--- src/rtl/dlx_pipe_cu.sv ---
// Pipelined hardwired control unit for a DLX-style datapath: decodes opcode/func and
// staggers the 13-bit control word over four stages. Optional DLX_PIPE_CU_PERF_EN adds counters.
module dlx_pipe_cu #(
    parameter int OP_CODE_SIZE = 6,
    parameter int FUNC_SIZE    = 11,
    parameter int CW_SIZE      = 13
) (
    input  logic                    clk,
    input  logic                    rst,
    input  logic [OP_CODE_SIZE-1:0] opcode,
    input  logic [FUNC_SIZE-1:0]    func,
    input  logic                    in_valid,
    output logic                    in_ready,
    input  logic                    stall,
    input  logic                    mem_ready,
    output logic                    rf1,
    output logic                    rf2,
    output logic                    en1,
    output logic                    s1,
    output logic                    s2,
    output logic                    alu1,
    output logic                    alu2,
    output logic                    en2,
    output logic                    rm,
    output logic                    wm,
    output logic                    en3,
    output logic                    s3,
    output logic                    wf1,
`ifdef DLX_PIPE_CU_PERF_EN
    output logic [31:0]             retired_cnt,
    output logic [31:0]             stall_cnt,
`endif
    output logic                    illegal
);

    generate
        if (CW_SIZE != 13) begin : g_bad_cw_size
            $error("dlx_pipe_cu: CW_SIZE must be 13");
        end
    endgenerate

    localparam logic [OP_CODE_SIZE-1:0] OP_RTYPE = OP_CODE_SIZE'(6'h00);
    localparam logic [OP_CODE_SIZE-1:0] OP_ADDI  = OP_CODE_SIZE'(6'h08);
    localparam logic [OP_CODE_SIZE-1:0] OP_NOP   = OP_CODE_SIZE'(6'h15);
    localparam logic [OP_CODE_SIZE-1:0] OP_LW    = OP_CODE_SIZE'(6'h23);
    localparam logic [OP_CODE_SIZE-1:0] OP_SW    = OP_CODE_SIZE'(6'h2B);
    localparam logic [FUNC_SIZE-1:0]    FN_ADD   = FUNC_SIZE'(11'h020);
    localparam logic [FUNC_SIZE-1:0]    FN_SUB   = FUNC_SIZE'(11'h022);
    localparam logic [FUNC_SIZE-1:0]    FN_AND   = FUNC_SIZE'(11'h024);
    localparam logic [FUNC_SIZE-1:0]    FN_OR    = FUNC_SIZE'(11'h025);

    // Word layout: rf1 rf2 en1 | s1 s2 alu1 alu2 en2 | rm wm en3 | s3 wf1
    localparam logic [12:0] CW_RTYPE = 13'b111_10001_001_01;
    localparam logic [12:0] CW_ADDI  = 13'b101_11001_001_01;
    localparam logic [12:0] CW_LW    = 13'b101_11001_101_11;
    localparam logic [12:0] CW_SW    = 13'b111_11001_010_00;

    // Each stage keeps only the bits that it or later stages still need.
    logic [12:0] st1_reg, st1_next;
    logic [9:0]  st2_reg, st2_next;
    logic [4:0]  st3_reg, st3_next;
    logic [1:0]  st4_reg, st4_next;
    logic [3:1]  valid_reg, valid_next;
    logic        illegal_reg;

    logic [12:0] dec_cw;
    logic        dec_legal;
    logic        mem_freeze;
    logic        accept;

    always_comb begin
        dec_cw    = '0;
        dec_legal = 1'b0;
        if (opcode == OP_RTYPE) begin
            dec_legal = 1'b1;
            case (func)
                FN_ADD:  dec_cw = CW_RTYPE;
                FN_SUB:  dec_cw = CW_RTYPE | 13'b000_00010_000_00;
                FN_AND:  dec_cw = CW_RTYPE | 13'b000_00100_000_00;
                FN_OR:   dec_cw = CW_RTYPE | 13'b000_00110_000_00;
                default: dec_legal = 1'b0;
            endcase
        end else if (opcode == OP_ADDI) begin
            dec_legal = 1'b1;
            dec_cw    = CW_ADDI;
        end else if (opcode == OP_LW) begin
            dec_legal = 1'b1;
            dec_cw    = CW_LW;
        end else if (opcode == OP_SW) begin
            dec_legal = 1'b1;
            dec_cw    = CW_SW;
        end else if (opcode == OP_NOP) begin
            dec_legal = 1'b1;
        end
    end

    assign mem_freeze = valid_reg[3] && (st3_reg[4] || st3_reg[3]) && !mem_ready;
    assign in_ready   = !rst && !mem_freeze && !stall;
    assign accept     = in_valid && in_ready;

    always_comb begin
        st1_next   = st1_reg;
        st2_next   = st2_reg;
        st3_next   = st3_reg;
        st4_next   = st4_reg;
        valid_next = valid_reg;
        if (mem_freeze) begin
            st4_next = '0;
        end else if (stall) begin
            st4_next      = st3_reg[1:0];
            st3_next      = st2_reg[4:0];
            st2_next      = '0;
            valid_next[3] = valid_reg[2];
            valid_next[2] = 1'b0;
        end else begin
            st4_next      = st3_reg[1:0];
            st3_next      = st2_reg[4:0];
            st2_next      = st1_reg[9:0];
            valid_next[3] = valid_reg[2];
            valid_next[2] = valid_reg[1];
            // Illegal instructions enter as a bubble.
            st1_next      = (accept && dec_legal) ? dec_cw : '0;
            valid_next[1] = accept && dec_legal;
        end
    end

    always_ff @(posedge clk) begin
        if (rst) begin
            st1_reg     <= '0;
            st2_reg     <= '0;
            st3_reg     <= '0;
            st4_reg     <= '0;
            valid_reg   <= '0;
            illegal_reg <= 1'b0;
        end else begin
            st1_reg     <= st1_next;
            st2_reg     <= st2_next;
            st3_reg     <= st3_next;
            st4_reg     <= st4_next;
            valid_reg   <= valid_next;
            // Set only on the acceptance edge, so it can never repeat while a stage is frozen.
            illegal_reg <= accept && !dec_legal;
        end
    end

`ifdef DLX_PIPE_CU_PERF_EN
    logic        valid4_reg;
    logic [31:0] retired_cnt_reg;
    logic [31:0] stall_cnt_reg;

    always_ff @(posedge clk) begin
        if (rst) begin
            valid4_reg      <= 1'b0;
            retired_cnt_reg <= '0;
            stall_cnt_reg   <= '0;
        end else begin
            valid4_reg      <= mem_freeze ? 1'b0 : valid_reg[3];
            // Stage 4 is replaced every cycle, so a valid occupant always retires.
            retired_cnt_reg <= retired_cnt_reg + {31'd0, valid4_reg};
            stall_cnt_reg   <= stall_cnt_reg + {31'd0, !in_ready};
        end
    end

    assign retired_cnt = retired_cnt_reg;
    assign stall_cnt   = stall_cnt_reg;
`endif

    assign rf1     = st1_reg[12];
    assign rf2     = st1_reg[11];
    assign en1     = st1_reg[10];
    assign s1      = st2_reg[9];
    assign s2      = st2_reg[8];
    assign alu1    = st2_reg[7];
    assign alu2    = st2_reg[6];
    assign en2     = st2_reg[5];
    assign rm      = st3_reg[4];
    assign wm      = st3_reg[3];
    assign en3     = st3_reg[2];
    assign s3      = st4_reg[1];
    assign wf1     = st4_reg[0];
    assign illegal = illegal_reg;

endmodule
--- config.mk ---
export PLATFORM = sky130hd
export DESIGN_NAME = dlx_pipe_cu
export DESIGN_NICKNAME = d
export VERILOG_FILES = /design/src/rtl/dlx_pipe_cu.sv
export SDC_FILE = /design/constraint.sdc
export NUM_CORES = 1
export LEC_CHECK = 0
export CORE_UTILIZATION = 47
export CTS_BUF_LIST = sky130_fd_sc_hd__clkbuf_16
export CTS_CLUSTER_SIZE = 10
export DETAILED_ROUTE_END_ITERATION = 6
export GPL_ROUTABILITY_DRIVEN = 0
export PLACE_DENSITY = 0.89
export SKIP_LAST_GASP = 1
export SYNTH_ARGS = -nofsm -noshare
export SYNTH_HDL_FRONTEND = slang
export SYNTH_SLANG_ARGS = --single-unit
export TNS_END_PERCENT = 5
--- constraint.sdc ---
create_clock -name clk -period 3.13 [get_ports clk]
set_input_delay 0.626 -clock clk [delete_from_list [all_inputs] [get_ports clk]]
set_output_delay 0.626 -clock clk [all_outputs]
set_load 0.01 [all_outputs]
; Yosys cells after proc, flatten, opt, wreduce, memory -nomap -nowiden
; Cells that the tools add are included.
[word_totals]
ff_bits = 34
latch_bits = 0
mem_bits_rw = 0
mem_bits_ro = 0
in_bits = 22
word_cells = 48
mem_count = 0
[classes]
n_addsub = 0
n_mul = 0
div = 0
magnitude_cmp = 0
n_eq_ne = 8
shift = 0
n_mux = 14
bitwise = 2
reduce_logical = 17
[op_table]
columns = operator, n
row1 = $mux W13, 5
row2 = $pmux W13 S4, 1
row3 = $eq A11 B6 Y1 const B, 4
row4 = $eq A6 B6 Y1 const B, 2
row5 = $mux W10, 1
row6 = $logic_and A1 B1 Y1, 7
row7 = $mux W1, 7
row8 = $eq A6 B4 Y1 const B, 1
row9 = $eq A6 B5 Y1 const B, 1
row10 = $logic_not A6 Y1, 1
row11 = $logic_not A1 Y1, 5
row12 = $reduce_or A4 Y1, 1
row13 = $not A1 Y1, 2
row14 = $reduce_and A2 Y1, 1
row15 = $reduce_or A2 Y1, 1
row16 = $logic_or A1 B1 Y1, 1

; Longest topological paths before layout
[logic_depth]
word_depth = 9
ltp_mapped = 6

; Worst setup path after synthesis
; No wires, ideal clock.
[synth_timing]
kind = input to register
startpoint = in opcode[5]
endpoint = reg st1_reg[7]
setup_ns = 0.059
arrival_time_ns = 1.870
required_time_ns = 3.071
path_slack_ns = 1.201
cell_stages = 5
path_buffers = 1
path_cell_list = or3_1 buf_6 or4_4 nor3_2 a22o_1
[synth_between]
elab_chain_len = 8
[synth_rtl]
columns = element, line_no
row1 = from (decl), 10  ; input logic [OP_CODE_SIZE-1:0] opcode,
row2 = $eq A6 B5 Y1, 92  ; end else if (opcode == OP_NOP) begin
row3 = $mux W1, 92
row4 = $mux W1, 89  ; end else if (opcode == OP_SW) begin
row5 = $mux W1, 86  ; end else if (opcode == OP_LW) begin
row6 = $mux W1, 83  ; end else if (opcode == OP_ADDI) begin
row7 = $mux W1, 74  ; if (opcode == OP_RTYPE) begin
row8 = $logic_and A1 B1 Y1, 122  ; st1_next = (accept && dec_legal) ? dec_cw : '0;
row9 = $mux W13 (*), 122
row10 = to (signal assigned), 136  ; st1_reg <= st1_next;
row11 = to (decl), 59  ; logic [12:0] st1_reg, st1_next;
; Mark *: on every way between the ends. The rest lies on a longest branch, timed or not.
; A chain may end at the register's enable or synchronous reset.

; Worst setup path after layout
[layout_timing]
startpoint = in mem_ready
endpoint = out in_ready
[layout_between]
elab_chain_len = 5
[layout_rtl]
columns = element, line_no
row1 = from (decl), 15  ; input logic mem_ready,
row2 = $logic_not A1 Y1, 97  ; assign mem_freeze = valid_reg[3] && (st3_reg[4] || st3_reg[3]) && !mem_ready;
row3 = $logic_and A1 B1 Y1, 97
row4 = $logic_not A1 Y1, 98  ; assign in_ready = !rst && !mem_freeze && !stall;
row5 = $logic_and A1 B1 Y1 (2 in a row), 98
row6 = to (decl), 13  ; output logic in_ready,
; No other way between the ends.

==> results.json <==
{
  "status": "completed",
  "setup.worst_path.class": "primary input to primary output",
  "ys_types": 36,
  "skew_ns": 0.00173,
  "die-area_sq_um": 2480,
  "placed_area_sq_um": 1440,
  "diodes": 0,
  "setup_ws_ns": 0.464,
  "p_per_area_nw_per_um2": 421,
  "setup_violations": 0,
  "min_period_over_period_pct": 85.2,
  "die_w_um": 49.8,
  "grt_util_all_layers_pct": 20.8,
  "grt_remaining_overflow": 0,
  "cp_data_required_time_ns": 2.50,
  "cts_made_buffers": 3,
  "grt_max_degree": 15,
  "finalPower_mw": 0.636,
  "rsz0062_at_grt": "no",
  "place_inst": 170,
  "avgSynthCellArea_sq_um": 9.60,
  "wl_per_cell_um": 13.2,
  "synthArstFlopShare_pct": 0,
  "fill_cells": 151,
  "syn_nets": 134,
  "min_period_ns": 2.67,
  "antenna_found_initial": 0,
  "vias": 955,
  "maxSlewViolCount": 0,
  "row_count": 16,
  "ctsLongestPathBuffers": 2,
  "die_h_um": 49.8,
  "synthFlopType": "dfxtp_1",
  "grt_pass1_vias": 967,
  "drt_iter0_markers": 22,
  "hold_depth": 2,
  "p_leak_nw": 0.532,
  "cp_max_fo": 4,
  "yosysTopAreaCell": "dfxtp_1",
  "pre_cts_slack_ns": 0.476,
  "worstPathArrival_ns": 2.04,
  "r2r_cells": 4,
  "final_cell_count_no_fill": 173,
  "max-slew-margin-rel_pct": 69.6,
  "drc_errors": 0,
  "dpl.hpwl_mm": 1.71,
  "drive_gt1_share_pct": 11.6,
  "ys_warn_count": 0,
  "start_util_pct": 52.1,
  "tritoncts": "built",
  "cp-start-kind": "primary input",
  "hold_viol": 0,
  "pin_count": 37,
  "ys_seq_area_share_pct": 44.7,
  "cts.htree.levels": 1,
  "design_area_sq_um": 1510,
  "via_per_inst": 5.52,
  "hold_buffers": 0,
  "clk_latency_ns": 0.25,
  "cts-resized-gates": 0,
  "peakVddDrop_uv": 329,
  "synth_area_leaders": "dfxtp_1 45%, nand2_1 5.9%, a21oi_1 5.1%, a22o_1 4.9%, nand3_1 4.2%",
  "numPortBuffers": 36,
  "clkSinkCount": 24,
  "grt_pass1_wl_mm": 3.88,
  "syn_area_sq_um": 1070,
  "synth_cells": 112,
  "whs_ns": 0.449,
  "cts_root_buf": "clkbuf_16",
  "drtPass1Iterations": 5,
  "final_nets": 170,
  "cp-end-kind": "primary output",
  "fmax_mhz": 375,
  "yosys.area.top_type_share_pct": 44.7,
  "drt-total-wl_mm": 2.28,
  "largest_register_ffs": 8,
  "clk_pin_slew_worst_paths_ns": 0.05,
  "setup-tns-final_ns": 0,
  "hold_path_class": "register to register",
  "core_sq_um": 2060,
  "maxCapViolations": 0,
  "ant_nets": 0,
  "syn_to_final_growth_pct": 40.5,
  "yosys_register_bits": 24,
  "worstMarginPinSlew_ns": 0.456,
  "post_cts_buffers": 0,
  "final_core_util_pct": 73.2,
  "synth_edf_count": 0
}
final timing paths:
path / startpoint / to / slack, ns
worst max-delay path: mem_ready / in_ready / 0.46
worst min register to register: st2_reg[2] / st2_reg[2] / 0.45
worst max register to register: st3_reg[1] / st1_reg[11] / 1.55
worst min-delay path: st2_reg[2] / st2_reg[2] / 0.45
cells in the final DEF, fill, tap and decap left out, drive strengths merged, types with 2 or more instances in the layout:
master,n
clkbuf,3
nor2,5
o21ai,3
nor3,2
and3,3
inv,3
nor3b,2
a32o,3
dfxtp,24
nor4,2
a22o,6
nand2,17
clkdlybuf4s50,36
nand3,9
buf,2
a21oi,12
layer usage:
metal  global-route usage (%)  wire length [um]  vias up
met5                        0                 0        -
met4                     11.9                36        0
met3                     4.01               133        3
met2                     35.8              1180       39
met1                     23.6               932      439
li1                         -                 -      474
worst max-delay path, stage by stage:
cell,delay (ns)
clkdlybuf4s50_1,0.46
nand2b_4,0.13
nor2_1,0.05
nor3_1,0.19
clkdlybuf4s50_1,0.58
layout make-up:
class,count,area [sq um],share of cell area [%]
multi-input cells,77,526,34.8
well taps,27,33.8,2.24
repair buffers,38,375,24.9
clock buffers,3,75.1,4.97
inverters,4,20.0,1.33
flip-flops and latches,24,480,31.8
cell families (layout without fill, tap and decap cells):
family / count (synthesis) / count (layout) / share of synthesized area [%]
AO/OA/AOI/OAI: 29 / 29 / 21.4
AND/OR/NAND/NOR: 47 / 47 / 26.5
multiplexers: 1 / 1 / 0.931
buffers and inverters: 11 / 45 / 6.40
flip-flops: 24 / 24 / 44.7
Yosys cell counts, types with 2 or more instances:
cell type  count
a22o_1         6
nor2_1         4
and3_1         2
clkbuf_1       3
nand3_1        9
o21ai_0        3
buf_6          2
inv_1          3
a32o_1         3
dfxtp_1       24
nand2_1       17
a21oi_1       11
buf_4          2
power breakdown:
group / switching (mW) / total [mW] / internal (mW)
sequential: 0.000629 / 0.307 / 0.307
combinational: 0.0281 / 0.0636 / 0.0355
clock: 0.0966 / 0.265 / 0.169
(Power assumes the default switching activity.)
